===== config.mk =====
export PLATFORM = sky130hd
export DESIGN_NAME = if_stage
export DESIGN_NICKNAME = d
export VERILOG_FILES = /design/src/rtl/if_stage_pkg.sv /design/src/rtl/if_hold_buf.sv /design/src/rtl/if_stage.sv
export SDC_FILE = /design/constraint.sdc
export NUM_CORES = 1
export LEC_CHECK = 0
export CAP_MARGIN = 20
export CELL_PAD_IN_SITES_DETAIL_PLACEMENT = 1
export CELL_PAD_IN_SITES_GLOBAL_PLACEMENT = 2
export CORE_MARGIN = 2
export CORE_UTILIZATION = 36
export DETAILED_ROUTE_END_ITERATION = 8
export PLACE_DENSITY = 0.92
export SLEW_MARGIN = 20
export SYNTH_ARGS = -nofsm -noshare
export SYNTH_HDL_FRONTEND = slang
export SYNTH_HIERARCHICAL = 1
export SYNTH_SLANG_ARGS = --single-unit

===== constraint.sdc =====
create_clock -name clk -period 4.1 [get_ports clk]
set_input_delay 0.82 -clock clk [delete_from_list [all_inputs] [get_ports clk]]
set_output_delay 0.82 -clock clk [all_outputs]
set_load 0.01 [all_outputs]

===== src/rtl/if_stage_pkg.sv =====
// Shared types and constants for the MIPS instruction-fetch stage.
package if_stage_pkg;

    localparam logic [31:0] ZERO_WORD    = 32'h0000_0000;
    localparam logic [31:0] NOP_INST_DEF = 32'h0000_0000;
    localparam logic [31:0] PC_INCR      = 32'd4;

    typedef enum logic [1:0] {
        IF_FETCH = 2'd0,
        IF_WAIT  = 2'd1,
        IF_HOLD  = 2'd2
    } if_state_e;

    // One fetched word plus its link address (fetch address + 4)
    typedef struct packed {
        logic [31:0] inst;
        logic [31:0] addr;
    } if_entry_t;

    function automatic logic [31:0] word_align(input logic [31:0] a);
        return {a[31:2], 2'b00};
    endfunction

endpackage


===== src/rtl/if_hold_buf.sv =====
// Single-entry {inst, addr} buffer that parks a returned word while decode stalls.
module if_hold_buf
    import if_stage_pkg::*;
(
    input  logic      clk,
    input  logic      rst_n,
    input  logic      load,
    input  logic      take,
    input  logic      flush,
    input  if_entry_t din,
    output logic      full,
    output if_entry_t dout
);

    always_ff @(posedge clk or negedge rst_n) begin
        if (!rst_n) begin
            full <= 1'b0;
            dout <= '0;
        end else if (flush || take) begin
            full <= 1'b0;
        end else if (load) begin
            full <= 1'b1;
            dout <= din;
        end
    end

endmodule


===== src/rtl/if_stage.sv =====
// Instruction-fetch stage: owns the PC, runs the imem handshake, feeds the IF/ID register.
module if_stage
    import if_stage_pkg::*;
#(
    parameter logic [31:0] RESET_PC = 32'h0000_0000,
    parameter logic [31:0] NOP_INST = NOP_INST_DEF
) (
    input  logic        clk,
    input  logic        rst_n,
    input  logic        stall,
    input  logic        redirect,
    input  logic [31:0] redirect_addr,
    output logic        imem_req,
    output logic [31:0] imem_addr,
    input  logic        imem_ready,
    input  logic        imem_rvalid,
    input  logic [31:0] imem_rdata,
    output logic [31:0] inst,
    output logic [31:0] inst_addr,
    output logic        inst_valid
);

    if_state_e   state, state_nx;
    logic [31:0] pc, pc_nx;
    logic        drop, drop_nx;
    logic        buf_load, buf_take, buf_flush, buf_full;
    if_entry_t   buf_din, buf_dout;
    logic        dlv;
    if_entry_t   dlv_ent;

    // rst_n gating keeps the request quiet during reset; no other input reaches these
    assign imem_req  = rst_n && (state == IF_FETCH);
    assign imem_addr = pc;

    // pc has already advanced past the outstanding fetch, so it is the link address
    assign buf_din = '{inst: imem_rdata, addr: pc};

    always_comb begin
        state_nx  = state;
        pc_nx     = pc;
        drop_nx   = drop;
        buf_load  = 1'b0;
        buf_take  = 1'b0;
        buf_flush = 1'b0;
        dlv       = 1'b0;
        dlv_ent   = buf_din;
        if (redirect)
            pc_nx = word_align(redirect_addr);
        case (state)
            IF_FETCH: begin
                if (imem_ready) begin
                    state_nx = IF_WAIT;
                    if (redirect) drop_nx = 1'b1;
                    else          pc_nx   = pc + PC_INCR;
                end
            end
            IF_WAIT: begin
                if (redirect) begin
                    if (imem_rvalid) begin
                        state_nx = IF_FETCH;
                        drop_nx  = 1'b0;
                    end else begin
                        drop_nx  = 1'b1;
                    end
                end else if (imem_rvalid) begin
                    drop_nx  = 1'b0;
                    state_nx = IF_FETCH;
                    if (!drop) begin
                        if (stall) begin
                            buf_load = 1'b1;
                            state_nx = IF_HOLD;
                        end else begin
                            dlv = 1'b1;
                        end
                    end
                end
            end
            IF_HOLD: begin
                if (redirect) begin
                    buf_flush = 1'b1;
                    state_nx  = IF_FETCH;
                end else if (!stall && buf_full) begin
                    buf_take = 1'b1;
                    dlv      = 1'b1;
                    dlv_ent  = buf_dout;
                    state_nx = IF_FETCH;
                end
            end
            default: state_nx = IF_FETCH;
        endcase
    end

    always_ff @(posedge clk or negedge rst_n) begin
        if (!rst_n) begin
            state <= IF_FETCH;
            pc    <= RESET_PC;
            drop  <= 1'b0;
        end else begin
            state <= state_nx;
            pc    <= pc_nx;
            drop  <= drop_nx;
        end
    end

    // IF/ID register: flush beats stall, stall beats load, otherwise bubble
    always_ff @(posedge clk or negedge rst_n) begin
        if (!rst_n) begin
            inst       <= NOP_INST;
            inst_addr  <= ZERO_WORD;
            inst_valid <= 1'b0;
        end else if (redirect) begin
            inst       <= NOP_INST;
            inst_valid <= 1'b0;
        end else if (!stall) begin
            if (dlv) begin
                inst       <= dlv_ent.inst;
                inst_addr  <= dlv_ent.addr;
                inst_valid <= 1'b1;
            end else begin
                inst       <= NOP_INST;
                inst_valid <= 1'b0;
            end
        end
    end

    if_hold_buf u_hold_buf (
        .clk   (clk),
        .rst_n (rst_n),
        .load  (buf_load),
        .take  (buf_take),
        .flush (buf_flush),
        .din   (buf_din),
        .full  (buf_full),
        .dout  (buf_dout)
    );

endmodule

Yosys cells after proc, flatten, opt, wreduce, memory -nomap -nowiden
Index checks and enable logic that the tools add are counted.
- register bits after elaboration: 165
- input bits: 70
- add/subtract/negate cells: 1
- equality and inequality tests: 8
- mux-type cells: 44
- bitwise operators: 3
- reduce and logical (&&, ||, !) cells: 11
- operators with widths (operator ; count):
    $mux W32 ; 7
    $mux W64 ; 2
    $add A32 B3 Y32 const B ; 1
    $mux W1 ; 24
    $mux W2 ; 8
    $ne A2 B2 Y1 const B ; 3
    $ne A3 B3 Y1 const B ; 2
    $pmux W2 S3 ; 1
    $reduce_and A3 Y1 ; 2
    $pmux W1 S2 ; 2
    $reduce_and A4 Y1 ; 1
    $reduce_bool A2 Y1 ; 2
    $not A1 Y1 ; 3
    $eq A2 B1 Y1 const B ; 1
    $eq A2 B2 Y1 const B ; 1
    $logic_and A1 B1 Y1 ; 2
    $logic_not A2 Y1 ; 1
    $ne A2 B1 Y1 const B ; 1
    $reduce_and A2 Y1 ; 1
    $logic_not A1 Y1 ; 1
    $logic_or A1 B1 Y1 ; 1

Longest topological paths before layout
- word-level depth: 8
- mapped depth: 10
- mapped depth without buffers: 6

By module
Netlist, hierarchy kept.
- by module, submodules not included (module ; instances ; cells an instance ; area an instance (um^2)):
    if_stage ; 1 ; 525 ; 5057.4
    if_hold_buf ; 1 ; 139 ; 2725.1

Least setup slack after synthesis
Ideal clock, no wire load.
- path kind: input -> register
- start point: input stall
- end point: register u_hold_buf/dout[0] in the netlist's numbering
- arrival: 2.548 ns
- setup slack: 1.427 ns
- stages: 8
- path buffers: 4
- cells stage by stage: nand3b_1 -> buf_1 -> buf_2 -> nor2_1 -> nor3b_2 -> buf_6 -> buf_12 -> mux2_4
- cells in the longest elaborated chain, start to end: 8
- RTL lines (item ; RTL line ; text):
    from (decl) ; if_stage.sv:10 ; input logic stall,
    $logic_not A1 Y1 ; - ;
    $logic_and A1 B1 Y1 ; if_stage.sv:82 ; end else if (!stall && buf_full) begin
    $mux W1 ; if_stage.sv:82 ;
    $mux W1 ; if_stage.sv:79 ; if (redirect) begin
    $mux W1 ; if_stage.sv:49 ; case (state)
    named net buf_take ; if_stage.sv:26 ; logic buf_load, buf_take, buf_flush, buf_full;
    $logic_or A1 B1 Y1 ; if_hold_buf.sv:19 ; end else if (flush || take) begin
    $not A1 Y1 (no line) ; - ;
    $reduce_and A2 Y1 (no line) ; - ;
    to (signal assigned) ; if_hold_buf.sv:23 ; dout <= din;
    to (decl) ; if_hold_buf.sv:12 ; output if_entry_t dout
The timed path passes the listed nets, and every way through them passes these cells.
A chain may end at the register's enable or synchronous reset.

Worst setup path after layout
- start point: register state[0]
- end point: output imem_req
- cells in the longest elaborated chain, start to end: 2
- RTL lines (item ; RTL line ; text):
    from (decl) ; if_stage.sv:23 ; if_state_e state, state_nx;
    from (signal assigned) ; if_stage.sv:99 ; state <= state_nx;
    $logic_not A2 Y1 ; if_stage.sv:32 ; assign imem_req = rst_n && (state == IF_FETCH);
    $logic_and A1 B1 Y1 ; if_stage.sv:32 ;
    to (decl) ; if_stage.sv:13 ; output logic imem_req,
No other way between the ends.

==> metrics.cfg <==
[outcome]
status = completed

[yosys]
synth_fp_nets = 738
syn_area_um2 = 7782
synth_top_area_frac = 0.5305
synth_top_area_cell = dfrtp_1
synth_seq_cells = 165
synth_cells = 664
synthFlopType = dfrtp_1
seq_area_frac_synth = 0.5305
synth_area_leaders = dfrtp_1 (53%), mux2_4 (12%), mux2i_1 (8.4%), o21ai_0 (5.2%), nand2_1 (4.7%)
synthArstFlopShare = 1.000
yosysWarnings = 6
ys_types = 50
synth_edf_count = 0
syn_area_per_cell_um2 = 11.72

[setup_path]
crit_family = buffers and inverters
cp.depth = 4
reg2reg_depth = 6
timing.rr.start = state[0]
critPathLaunch = state[0]
crit_fanout = 10
end_kind = output pin
cp.required_ps = 3280
slowest_delay_ps = 540
worst_ep_arrival_time_ps = 2060
critPathSlowestCell = clkdlybuf4s50_1
cp-start-kind = flip-flop
critPathKind = flip-flop to output pin
crit_chain = inv_1 > ha_1 > and2_1 > clkdlybuf4s50_1
crit_buf_inv = 2

[timing]
final.min_clock_period_ps = 2881
slew_headroom = 0.3628
worst_pin_slew_ps = 955.9
setup_violations = 0
drv_slew = 0
layout_setup_ws_ps = 1219
finalSetupTns_ps = 0
max_freq_mhz = 347.2
min_period_over_period = 0.7026
rsz0062_at_grt = false
finalHoldViolCount = 0
fin_skew_ps = 12.24

[final_layout]
final_cells = 1106
final_common_cell = dfrtp_1
most-common-layout-cells = dfrtp_1 (165), clkdlybuf4s50_1 (164), nand2_1 (97), o21ai_0 (81), mux2i_1 (65)
layout-drive-gt1-share = 0.1408
diodes = 0
area_growth_pct = 31.01
final_nets = 892

[grt]
grt_max_degree = 166
grt_pass1_wl_um = 33640
grt_overflow = 0
grt_usage = 0.1900
antenna_found_initial = 1
grt_pass1_vias = 6260

[clocking]
cts_sinks = 165
cts_tree = built
postCtsHoldBufs = 0
root_buffer = clkbuf_16
max-clock-path-buffers = 2
clkSlewWorstSetupHoldPaths_ps = 70
numCtsBuffers = 17
cts_setup_buffers = 0
htreeDepth = 4
post_cts_resized = 0
clock_latency_ps = 430

[floorplan]
rows = 53
io_pins = 168
die_height_um = 151.0
die_w_um = 151.0
dieArea_um2 = 22810
start_util = 0.3691
coreArea_um2 = 21090

[detailed_routing]
wl_per_cell_um = 18.85
drt-vias-per-instance = 5.178
drcViolationCount = 0
postRouteAntennaNets = 0
drtIter0Drc = 222
detail_route.first_pass.iterations = 4
drt_wl_total_um = 20850
vias = 5727

[power_and_ir_drop]
p_leak_nw = 4.733
power_density_nw_per_um2 = 516.5
ir_drop_mv = 0.2704
total_power_w = 0.005266

[placed_design]
dp_slack_ps = 830.2
dp_hpwl_um = 13510
port_buffers = 165
place_inst = 1074
gp_congestion = 0.7753

[min_path]
hp-class = flip-flop to flip-flop
hold_path_depth = 2
hold_path_startpoint = inst_addr[30]

[run]
maxCapViolations = 0

[worst reg2reg max path, cell delays in order (launching register included)]
cell,delay [ps]
dfrtp_1,410
inv_1,100
ha_1,390
nand4_1,350
or4b_4,690
or4_1,530
a31oi_1,170
[sequential cells by signal, indices dropped and copies added (netlist names)]
signal and count:
u_hold_buf/dout 64, imem_addr 32, inst 32, inst_addr 32
state 2, drop 1, inst_valid 1, u_hold_buf/full 1
[report_power, final]
group          internal, W  total [W]  switching, W
registers          0.00206    0.00236      0.000297
logic             0.000811    0.00130      0.000493
clock network     0.000863    0.00161      0.000743
total              0.00373    0.00527       0.00153
[metrics by stage]
step	utilization	cell area (µm²)	hold WS, ps
final	0.4835	10200	481.6
after global routing	0.4835	10200	502.1
after CTS	0.4835	10200	488.5
after detailed placement	0.4557	9609	471.2
after global placement	0.4557	9609	460.0
after floorplan	-	7782	480.0
[Yosys cell counts, types with 4 or more instances]
cell,instances
buf_1,5
xnor2_1,8
a31oi_1,14
clkbuf_1,20
nor4_1,6
or3_1,5
dfrtp_1,165
or4_1,13
nand3_1,9
nand2_1,97
o31ai_1,7
mux2_2,5
nor2_1,21
o21ai_0,81
buf_2,4
nor3_1,4
inv_1,13
ha_1,4
nand4_1,6
mux2i_1,65
buf_12,6
mux2_4,60
o211ai_1,4
[final cells by class]
class,count,area [µm²]
well taps,275,344.1
multi-input cells,447,3342
clock buffers,17,425.4
inverters,13,48.80
flip-flops and latches,165,4129
clock inverters,15,161.4
fillers,2273,10890
repair buffers,174,1745
[worst paths after layout]
kind,end,slack (ps)
min in group asynchronous,u_hold_buf/dout[55],510
max reg2reg,imem_addr[30],1390
min,inst_addr[30],480
min reg2reg,inst_addr[30],480
max in group asynchronous,inst_addr[30],2860
max,imem_req,1220
[cell families after synthesis]
| logic type | count (synthesis) | share of synthesized area |
|---|---|---|
| adder cells (fa/ha/maj) | 4 | 0.006431 |
| XOR/XNOR | 10 | 0.01125 |
| AND/OR/NAND/NOR | 186 | 0.1187 |
| AO/OA/AOI/OAI | 117 | 0.08521 |
| flip-flops | 165 | 0.5305 |
| multiplexers | 130 | 0.2066 |
| buffers and inverters | 52 | 0.04132 |
[metal layers]
layer | share of wire | routed length [µm] | global-route usage | vias up
li1 | - | - | - | 2672
met1 | 0.47 | 9698 | 0.2526 | 2903
met2 | 0.47 | 9722 | 0.3082 | 136
met3 | 0.061 | 1279 | 0.05753 | 14
met4 | 0.0066 | 138 | 0.03972 | 2
met5 | 0.00062 | 13 | 0 | -
(Power assumes the default switching activity.)
